$ cat src/rtl/reg_pkg.sv
// reg_pkg: request/response types shared between register initiators and
// targets on the always-on peripheral port.
//   reg_req_t : valid, write, addr[31:0], wdata[31:0], wstrb[3:0]
//   reg_rsp_t : ready, error, rdata[31:0]
package reg_pkg;

    typedef struct packed {
        logic        valid;
        logic        write;
        logic [31:0] addr;
        logic [31:0] wdata;
        logic [3:0]  wstrb;
    } reg_req_t;

    typedef struct packed {
        logic        ready;
        logic        error;
        logic [31:0] rdata;
    } reg_rsp_t;

endpackage

$ cat src/rtl/reg_cmd_target.sv
// reg_cmd_target: register-port responder that buffers command-word writes in
// a FIFO, streams them to a downstream engine over valid/ready, and latches a
// completion pulse into a sticky flag that can drive an interrupt.
//
// Register map (decoded on addr[3:2]):
//   0x0 CMD     : write pushes wdata (wstrb ignored), reads 0
//   0x4 STATUS  : [0] empty, [1] full, [8+CNT_W-1:8] count, [16] done_sticky (W1C)
//   0x8 SCRATCH : 32-bit R/W, byte enables honoured
//   0xC IRQ_EN  : bit 0 R/W
//
// Ports:
//   clk_i        clock
//   rst_ni       asynchronous active-low reset
//   reg_req_i    register request
//   reg_rsp_o    register response (ready, error = 0, rdata)
//   cmd_valid_o  FIFO head valid
//   cmd_data_o   FIFO head word (0 when empty)
//   cmd_ready_i  consumer accepts head
//   done_i       single-cycle completion pulse from consumer
//   irq_o        level interrupt = done_sticky & irq_en
module reg_cmd_target #(
    parameter int unsigned FIFO_DEPTH = 4,
    parameter int          CNT_W      = $clog2(FIFO_DEPTH) + 1
) (
    input  logic              clk_i,
    input  logic              rst_ni,
    input  reg_pkg::reg_req_t reg_req_i,
    output reg_pkg::reg_rsp_t reg_rsp_o,
    output logic              cmd_valid_o,
    output logic [31:0]       cmd_data_o,
    input  logic              cmd_ready_i,
    input  logic              done_i,
    output logic              irq_o
);

    localparam int PTR_W = $clog2(FIFO_DEPTH);

    localparam logic [1:0] ADDR_CMD     = 2'd0;
    localparam logic [1:0] ADDR_STATUS  = 2'd1;
    localparam logic [1:0] ADDR_SCRATCH = 2'd2;
    localparam logic [1:0] ADDR_IRQ_EN  = 2'd3;

    logic [31:0]      r_mem [FIFO_DEPTH];
    logic [PTR_W-1:0] r_wptr;
    logic [PTR_W-1:0] r_rptr;
    logic [CNT_W-1:0] r_count;
    logic [31:0]      r_scratch;
    logic             r_irq_en;
    logic             r_done_sticky;

    logic [1:0]  w_sel;
    logic        w_empty;
    logic        w_full;
    logic        w_cmd_wr;
    logic        w_ready;
    logic        w_xfer_wr;
    logic        w_push;
    logic        w_pop;
    logic        w_sticky_clr;
    logic [31:0] w_status;
    logic [31:0] w_rdata;
    logic        w_unused;

    assign w_sel    = reg_req_i.addr[3:2];
    assign w_unused = ^{reg_req_i.addr[31:4], reg_req_i.addr[1:0]};

    assign w_empty  = (r_count == '0);
    assign w_full   = (r_count == CNT_W'(FIFO_DEPTH));

    // Only a CMD write into a full FIFO stalls; fullness is judged at the
    // start of the cycle, so a same-cycle pop does not release the stall.
    assign w_cmd_wr  = reg_req_i.valid && reg_req_i.write && (w_sel == ADDR_CMD);
    assign w_ready   = !(w_cmd_wr && w_full);
    assign w_xfer_wr = reg_req_i.valid && reg_req_i.write && w_ready;

    assign w_push = w_cmd_wr && w_ready;
    assign w_pop  = !w_empty && cmd_ready_i;

    assign w_sticky_clr = w_xfer_wr && (w_sel == ADDR_STATUS)
                          && reg_req_i.wdata[16] && reg_req_i.wstrb[2];

    always_comb begin
        w_status              = '0;
        w_status[0]           = w_empty;
        w_status[1]           = w_full;
        w_status[8 +: CNT_W]  = r_count;
        w_status[16]          = r_done_sticky;
    end

    always_comb begin
        w_rdata = '0;
        if (reg_req_i.valid && !reg_req_i.write) begin
            unique case (w_sel)
                ADDR_CMD:     w_rdata = '0;
                ADDR_STATUS:  w_rdata = w_status;
                ADDR_SCRATCH: w_rdata = r_scratch;
                ADDR_IRQ_EN:  w_rdata = {31'd0, r_irq_en};
                default:      w_rdata = '0;
            endcase
        end
    end

    always_comb begin
        reg_rsp_o       = '0;
        reg_rsp_o.ready = w_ready;
        reg_rsp_o.error = 1'b0;
        reg_rsp_o.rdata = w_rdata;
    end

    // Storage needs no reset: the head is masked to 0 while the FIFO is empty.
    always_ff @(posedge clk_i) begin
        if (w_push) begin
            r_mem[r_wptr] <= reg_req_i.wdata;
        end
    end

    always_ff @(posedge clk_i or negedge rst_ni) begin
        if (!rst_ni) begin
            r_wptr  <= '0;
            r_rptr  <= '0;
            r_count <= '0;
        end else begin
            if (w_push) begin
                r_wptr <= r_wptr + PTR_W'(1);
            end
            if (w_pop) begin
                r_rptr <= r_rptr + PTR_W'(1);
            end
            r_count <= r_count + CNT_W'(w_push) - CNT_W'(w_pop);
        end
    end

    always_ff @(posedge clk_i or negedge rst_ni) begin
        if (!rst_ni) begin
            r_scratch     <= '0;
            r_irq_en      <= 1'b0;
            r_done_sticky <= 1'b0;
        end else begin
            if (w_xfer_wr && (w_sel == ADDR_SCRATCH)) begin
                for (int b = 0; b < 4; b++) begin
                    if (reg_req_i.wstrb[b]) begin
                        r_scratch[8*b +: 8] <= reg_req_i.wdata[8*b +: 8];
                    end
                end
            end
            if (w_xfer_wr && (w_sel == ADDR_IRQ_EN) && reg_req_i.wstrb[0]) begin
                r_irq_en <= reg_req_i.wdata[0];
            end
            // A completion pulse in the same cycle as a clear must not be lost.
            if (done_i) begin
                r_done_sticky <= 1'b1;
            end else if (w_sticky_clr) begin
                r_done_sticky <= 1'b0;
            end
        end
    end

    assign cmd_valid_o = !w_empty;
    assign cmd_data_o  = w_empty ? 32'd0 : r_mem[r_rptr];
    assign irq_o       = r_done_sticky & r_irq_en;

endmodule

$ cat config.mk
export PLATFORM = sky130hd
export DESIGN_NAME = reg_cmd_target
export DESIGN_NICKNAME = d
export VERILOG_FILES = /design/src/rtl/reg_pkg.sv /design/src/rtl/reg_cmd_target.sv
export SDC_FILE = /design/constraint.sdc
export NUM_CORES = 1
export LEC_CHECK = 0
export ABC_AREA = 1
export CAP_MARGIN = 40
export CELL_PAD_IN_SITES_DETAIL_PLACEMENT = 0
export CELL_PAD_IN_SITES_GLOBAL_PLACEMENT = 1
export CORE_MARGIN = 5
export CORE_UTILIZATION = 43
export CTS_CLUSTER_SIZE = 12
export DETAILED_ROUTE_END_ITERATION = 16
export MAX_ROUTING_LAYER = met4
export PLACE_DENSITY_LB_ADDON = 0.05
export SLEW_MARGIN = 10
export SYNTH_ARGS = -nofsm -noshare
export SYNTH_HDL_FRONTEND = slang
export SYNTH_SLANG_ARGS = --single-unit
$ cat constraint.sdc
create_clock -name clk_i -period 5.5 [get_ports clk_i]
set_input_delay 1.375 -clock clk_i [delete_from_list [all_inputs] [get_ports clk_i]]
set_output_delay 1.375 -clock clk_i [all_outputs]
set_load 0.02 [all_outputs]
==> impl_metrics.csv, run 1 <==
group,metric,value,unit
critical_path,cp-start-kind,"input port",
pwr,power.total,4.42,mW
critical_path,crit_type,"in2out",
pwr,ir_drop,325,µV
pwr,seqPwrFrac,34.8,%
cts,worstSkewPairLatency,0.42,ns
critical_path,crit_path_frequent_cell,"clkdlybuf4s50_1",
job,cap_violations,0,
placement,port_buffers,110,
cts,clk_pin_slew_worst_paths,0.06,ns
pwr,internal-power,2.92,mW
cts,numCtsBuffers,17,
global_routing,antenna_found_initial,0,
yosys,synthCells,677,
min_path,hp-class,"reg2reg",
yosys,avgSynthCellArea,10.4,µm²
floorplan,initial_core_util,44.1,%
critical_path,crit_arrival,3.56,ns
critical_path,r2r-start,"r_count[1]",
cts,holdBufCountCts,0,
placement,hpwl,11300,µm
pwr,pwr-share-comb,36.4,%
drt,drt_iter0_drc,375,
floorplan,rows,46,
timing,setup_violations,0,
timing,max_freq,203,MHz
floorplan,core-area,16000,µm²
drt,routed_via_density,5.03,
global_routing,grtUsageTotal,19.1,%
critical_path,path_cells,"clkdlybuf4s50_1, inv_1, nor2_2, buf_4, nand2_1, nor2_1, clkdlybuf4s50_1",
drt,drcViolationCount,0,
timing,period_minus_slack,4.94,ns
pwr,leakage,3.44,nW
floorplan,die_area,19100,µm²
drt,drt_first_pass_iters,5,
yosys,synth-compound-area-share,7.45,%
pwr,power_frac_clock,28.8,%
pwr,power.switching,1.50,mW
critical_path,path_depth,7,
placement,gp_congestion,0.788,
yosys,synth_cell_types,21,
critical_path,cp-end-kind,"primary output",
critical_path,r2r_setup_slack,3.05,ns
drt,drtAntennaViolNets,0,
cts,tritoncts,"done",
cells_and_area,fin_nets,867,
cells_and_area,antenna_cells,0,
timing,worst_pin_slew,0.759,ns
timing,fin_crit_sh,89.8,%
critical_path,max_stage_delay,0.63,ns
timing,slew_headroom,49.4,%
cts,clockBufferDepth,2,
yosys,ys_seq_area_share,69.1,%
yosys,synth_xor_area_share,0.124,%
cts,postCtsResizedCells,0,
critical_path,crit_path_end,"reg_rsp_o[21]",
critical_path,cp_num_buf_inv,4,
yosys,netlist_area,7050,µm²
cells_and_area,final_cell_mix,"nor2_1 (163), edfxtp_1 (128), nand2_1 (126), clkdlybuf4s50_1 (109), o21ai_0 (66)",
yosys,synthSimpleGateAreaFrac,18.5,%
yosys,synthAdderAreaFrac,1.35,%
cells_and_area,drive_gt1_share,7.38,%
cells_and_area,area_growth,29.5,%
cts,cts.sinks,169,
yosys,synth_top_family_by_area,"simple AND/OR/NAND/NOR gates",
cts,postCtsSetupRepairBufs,0,
status,status,"finished, final reports clean",
floorplan,die_w,138,µm
pwr,sw_frac_of_total,33.9,%
drt,wire_per_inst,17.1,µm
cells_and_area,final_common_cell,"nor2_1",
critical_path,r2r.worst_path.cells,9,
global_routing,grt_max_degree,66,
timing,skew,0.00857,ns
floorplan,ios,142,
timing,rsz0062_at_grt,"no",
global_routing,grt_first_pass_wirelength,28100,µm
yosys,synth_fp_nets,758,
timing,hold_slack,0.473,ns
cts,cts_root_buf,"clkbuf_16",
yosys,yosys_warnings,0,
critical_path,timing.rr.end,"r_count[1]",
critical_path,path_delay_family,"buffers and inverters",
yosys,muxShareOfSynthArea,0,%
critical_path,cp.required,4.12,ns
drt,routed_wirelength,17400,µm
min_path,hold_start,"r_scratch[15]",
global_routing,grt_overflow,0,
yosys,synth_seq_cells,169,
critical_path,cpMaxStageDelayCell,"clkdlybuf4s50_1",
global_routing,grt_pass1_vias,5214,
timing,hold_viol_final,0,
drt,vias,5107,
critical_path,crit_path_start,"reg_req_i[39]",
critical_path,path_max_fanout,11,
timing,tns,0,ns
pwr,powerDensity,484,nW/µm²
floorplan,dieHeight,138,µm
cts,cts.htree.levels,4,
timing,slew_viol_final,0,
## cells by family (layout without fill, tap and decap cells)
group / count (synthesis) / in the layout
DFF: 169 / 169
xor gates and xnor gates: 1 / 1
other: 1 / 1
buffers and inverters: 62 / 184
AOI/OAI and AO/OA: 105 / 105
and+or+nand+nor: 332 / 332
adders and majority gates: 7 / 7
## per-stage QoR
stage | worst slack, ns | util (%) | cell area, µm² | instances
after global routing | 0.448 | 57.1 | 9130 | 1015
after floorplan | 1.62 | - | 7050 | 677
after detailed placement | 0.559 | 53.0 | 8490 | 983
after global placement | 0.568 | 52.6 | 8420 | 980
final | 0.563 | 57.1 | 9130 | 1015
after CTS | 0.560 | 57.1 | 9130 | 1015
## area by class of cell
type | instances | area [µm²]
Fill cell | 1413 | 6870
Tap cell | 216 | 270
Timing Repair Buffer | 130 | 1290
Clock inverter | 10 | 166
Clock buffer | 22 | 474
Inverter | 22 | 82.6
Sequential cell | 169 | 4870
Multi-Input combinational cell | 446 | 1970
## tightest hold or removal path: stages (launching register included)
cell and delay [ns]:
dfrtp_1 0.34, nand2_1 0.05, nand2_1 0.05
## how the worst min path moves through the flow
stage	cells past startpoint	slack [ns]	to
detailed placement	2	0.46	r_scratch[17]
finish	2	0.47	r_scratch[15]
global route	2	0.49	r_scratch[24]
floorplan	2	0.44	r_scratch[0]
CTS	2	0.47	r_scratch[12]
global placement	2	0.45	r_scratch[12]
## cell usage after synthesis
| master | n | share of area, % |
|---|---|---|
| buf_2 | 4 | 0.28 |
| nand4_1 | 2 | 0.18 |
| clkbuf_1 | 20 | 1.1 |
| buf_4 | 2 | 0.21 |
| edfxtp_1 | 128 | 55 |
| o21ai_0 | 66 | 4.7 |
| buf_1 | 14 | 0.75 |
| nand2_1 | 126 | 6.7 |
| conb_1 | 1 | 0.053 |
| inv_1 | 21 | 1.1 |
| o21ai_1 | 1 | 0.071 |
| nand3_1 | 34 | 2.4 |
| ha_1 | 6 | 1.1 |
| inv_2 | 1 | 0.053 |
| nor2_1 | 168 | 8.9 |
| nor3_2 | 1 | 0.14 |
| dfrtp_1 | 41 | 15 |
| xnor2_1 | 1 | 0.12 |
| nor3_1 | 1 | 0.071 |
| a21oi_1 | 38 | 2.7 |
| fa_1 | 1 | 0.28 |
## state kept, by name, summed over array words and instances (netlist names)
register and flops:
r_done_sticky 1, r_scratch 32, r_mem 128, r_rptr 2, r_count 3, r_wptr 2
r_irq_en 1
## power groups by stage
| stage | Clock, mW | Sequential, mW | Combinational (mW) |
|---|---|---|---|
| floorplan | 0 | 1.55 | 0.936 |
| global route | 1.34 | 1.55 | 1.77 |
| detailed placement | 0 | 1.56 | 1.62 |
| global placement | 0 | 1.56 | 1.58 |
| CTS | 1.29 | 1.54 | 1.63 |
| finish | 1.27 | 1.54 | 1.61 |
## per-layer routing
layer,GRT usage [%],vias up,part of all wire (%)
li1,-,2488,-
met1,26.0,2464,48
met2,29.3,136,46
met3,3.93,19,4.3
met4,5.30,0,1.3
met5,-,-,0
Note: power is estimated with default switching activity, not from simulation.
==> inputs of run 2 (changes only) <==
- CORE_MARGIN: 5 -> 1
==> run 2 against run 1 <==
Worst setup slack better by 0.014 ns; count of clock-buffer cells in the layout shrank 4; global-route usage increased by 4.1 points; wire length rose by 0.64%; via count shrank 0.74%; die area is 11% lower; sequential power barely moved; clock power is 6% lower; worst hold slack worse by 0.0011 ns; critical endpoint unchanged; largest cell class unchanged.
==> impl_metrics.csv, run 2 (same netlist as run 1, synthesis figures left out) <==
group,metric,value,unit
timing,rsz0062_at_grt,"no",
pwr,sw_frac_of_total,34.8,%
floorplan,rows,46,
cells_and_area,post-route-cell-area,9070,µm²
placement,port_buffers,110,
timing,hold_viol_final,0,
job,cap_violations,0,
drt,drcViolationCount,0,
status,status,"finished, final reports clean",
drt,drt_first_pass_iters,5,
drt,drt_iter0_drc,364,
critical_path,max_stage_delay,0.62,ns
timing,setup_violations,0,
pwr,power.total,4.38,mW
cells_and_area,largest_reg_flops,128,
timing,slew_viol_final,0,
cts,postCtsSetupRepairBufs,0,
timing,period_minus_slack,4.92,ns
pwr,pwr-share-comb,37.4,%
critical_path,path_max_fanout,19,
timing,fin_ws,0.576,ns
drt,drtAntennaViolNets,0,
pwr,powerDensity,483,nW/µm²
drt,wire_per_inst,17.3,µm
global_routing,antenna_found_initial,0,
timing,skew,0.0116,ns
cells_and_area,top_register,"r_mem",
placement,gp_congestion,0.749,
cts,numCtsBuffers,17,
critical_path,cp-start-kind,"input port",
floorplan,die_w,130,µm
floorplan,ios,142,
cts,holdBufCountCts,0,
critical_path,crit_arrival,3.55,ns
min_path,whs_path_depth,2,
cells_and_area,antenna_cells,0,
timing,tns,0,ns
critical_path,crit_path_frequent_cell,"clkdlybuf4s50_1",
timing,slew_headroom,47.1,%
critical_path,cp-end-kind,"primary output",
timing,worst_pin_slew,0.791,ns
pwr,leakage,3.41,nW
placement,pre_cts_slack,0.561,ns
global_routing,grtUsageTotal,23.2,%
pwr,ir_drop,302,µV
placement,hpwl,10700,µm
cells_and_area,area_growth,28.6,%
pwr,seqPwrFrac,35.1,%
critical_path,crit_type,"in2out",
critical_path,path_delay_family,"buffers and inverters",
timing,fin_crit_sh,89.5,%
pwr,power_frac_clock,27.5,%
global_routing,grt_pass1_vias,5035,
cells_and_area,fin_nets,864,
global_routing,grt_max_degree,66,
cells_and_area,final_cell_mix,"nor2_1 (163), edfxtp_1 (128), nand2_1 (126), clkdlybuf4s50_1 (109), o21ai_0 (66)",
floorplan,die_area,16900,µm²
cts,cts_root_buf,"clkbuf_16",
cts,tritoncts,"done",
min_path,hp-class,"reg2reg",
pwr,internal-power,2.85,mW
critical_path,path_depth,5,
critical_path,cp.required,4.12,ns
cts,clockBufferDepth,2,
cts,cts.htree.levels,4,
drt,vias,5069,
floorplan,initial_core_util,44.2,%
cells_and_area,n_fill_cell,1387,
critical_path,path_cells,"clkdlybuf4s50_1, nand2_1, buf_4, nor2_1, clkdlybuf4s50_1",
timing,max_freq,203,MHz
floorplan,core-area,15900,µm²
critical_path,cp_num_buf_inv,3,
global_routing,grt_first_pass_wirelength,27500,µm
global_routing,grt_overflow,0,
critical_path,cpMaxStageDelayCell,"clkdlybuf4s50_1",
cts,clk_pin_slew_worst_paths,0.06,ns
cells_and_area,final_common_cell,"nor2_1",
cts,cts.sinks,169,
cells_and_area,drive_gt1_share,7.16,%
placement,place_area,8470,µm²
drt,routed_via_density,5.01,
floorplan,dieHeight,130,µm
cells_and_area,reg_top3,"r_mem: 128 flops, r_scratch: 32 flops, r_count: 3 flops",
critical_path,r2r.worst_path.cells,10,
cts,worstSkewPairLatency,0.43,ns
cts,postCtsResizedCells,0,
drt,routed_wirelength,17500,µm
pwr,power.switching,1.52,mW
run 2: cell type report:
type                    instances  area [µm²]  share of cell area [%]
flip-flops and latches        169        4870                    53.7
repair buffers                127        1270                    14.0
clock inverters                14         173                    1.90
clock buffers                  18         429                    4.73
inverters                      22        82.6                   0.911
well taps                     216         270                    2.98
multi-input cells             446        1970                    21.8
run 2: final timing paths:
check	from	slack (ns)	to
min reg2reg	r_scratch[13]	0.47	r_scratch[13]
max in group asynchronous	rst_ni	4.06	r_rptr[0]
max	reg_req_i[69]	0.58	reg_rsp_o[21]
min	r_scratch[13]	0.47	r_scratch[13]
min in group asynchronous	rst_ni	0.91	r_scratch[24]
max reg2reg	r_count[1]	3.05	r_count[2]
run 2: power groups by stage:
stage                     Sequential, mW  Combinational [mW]  Clock, mW
after floorplan                     1.55               0.936          0
after global placement              1.56                1.58          0
after detailed placement            1.56                1.65          0
after CTS                           1.54                1.66       1.22
after global routing                1.55                1.80       1.28
final                               1.54                1.64       1.20
run 2: worst register-to-register path, stage by stage (launching register included):
cell and delay [ns]:
dfrtp_1 0.42, inv_1 0.11, nand2_1 0.08, nor2_1 0.23, inv_1 0.11, nand2_1 0.41, ha_1 0.22, inv_1 0.04
ha_1 0.18, fa_1 0.39, xnor2_1 0.14
run 2: metrics by stage:
| step | util (%) | hold slack (ns) | std cells |
|---|---|---|---|
| finish | 56.9 | 0.471 | 1012 |
| global route | 56.9 | 0.491 | 1012 |
| CTS | 56.9 | 0.474 | 1012 |
| detailed placement | 53.1 | 0.458 | 980 |
| global placement | 52.7 | 0.454 | 977 |
| floorplan | - | 0.442 | 677 |
run 2: routing by layer:
metal / GRT usage, % / vias to the layer above / share of wire (%)
li1: - / 2478 / -
met1: 30.5 / 2461 / 47
met2: 36.6 / 121 / 48
met3: 4.51 / 9 / 3.9
met4: 6.63 / 0 / 0.75
met5: - / - / 0
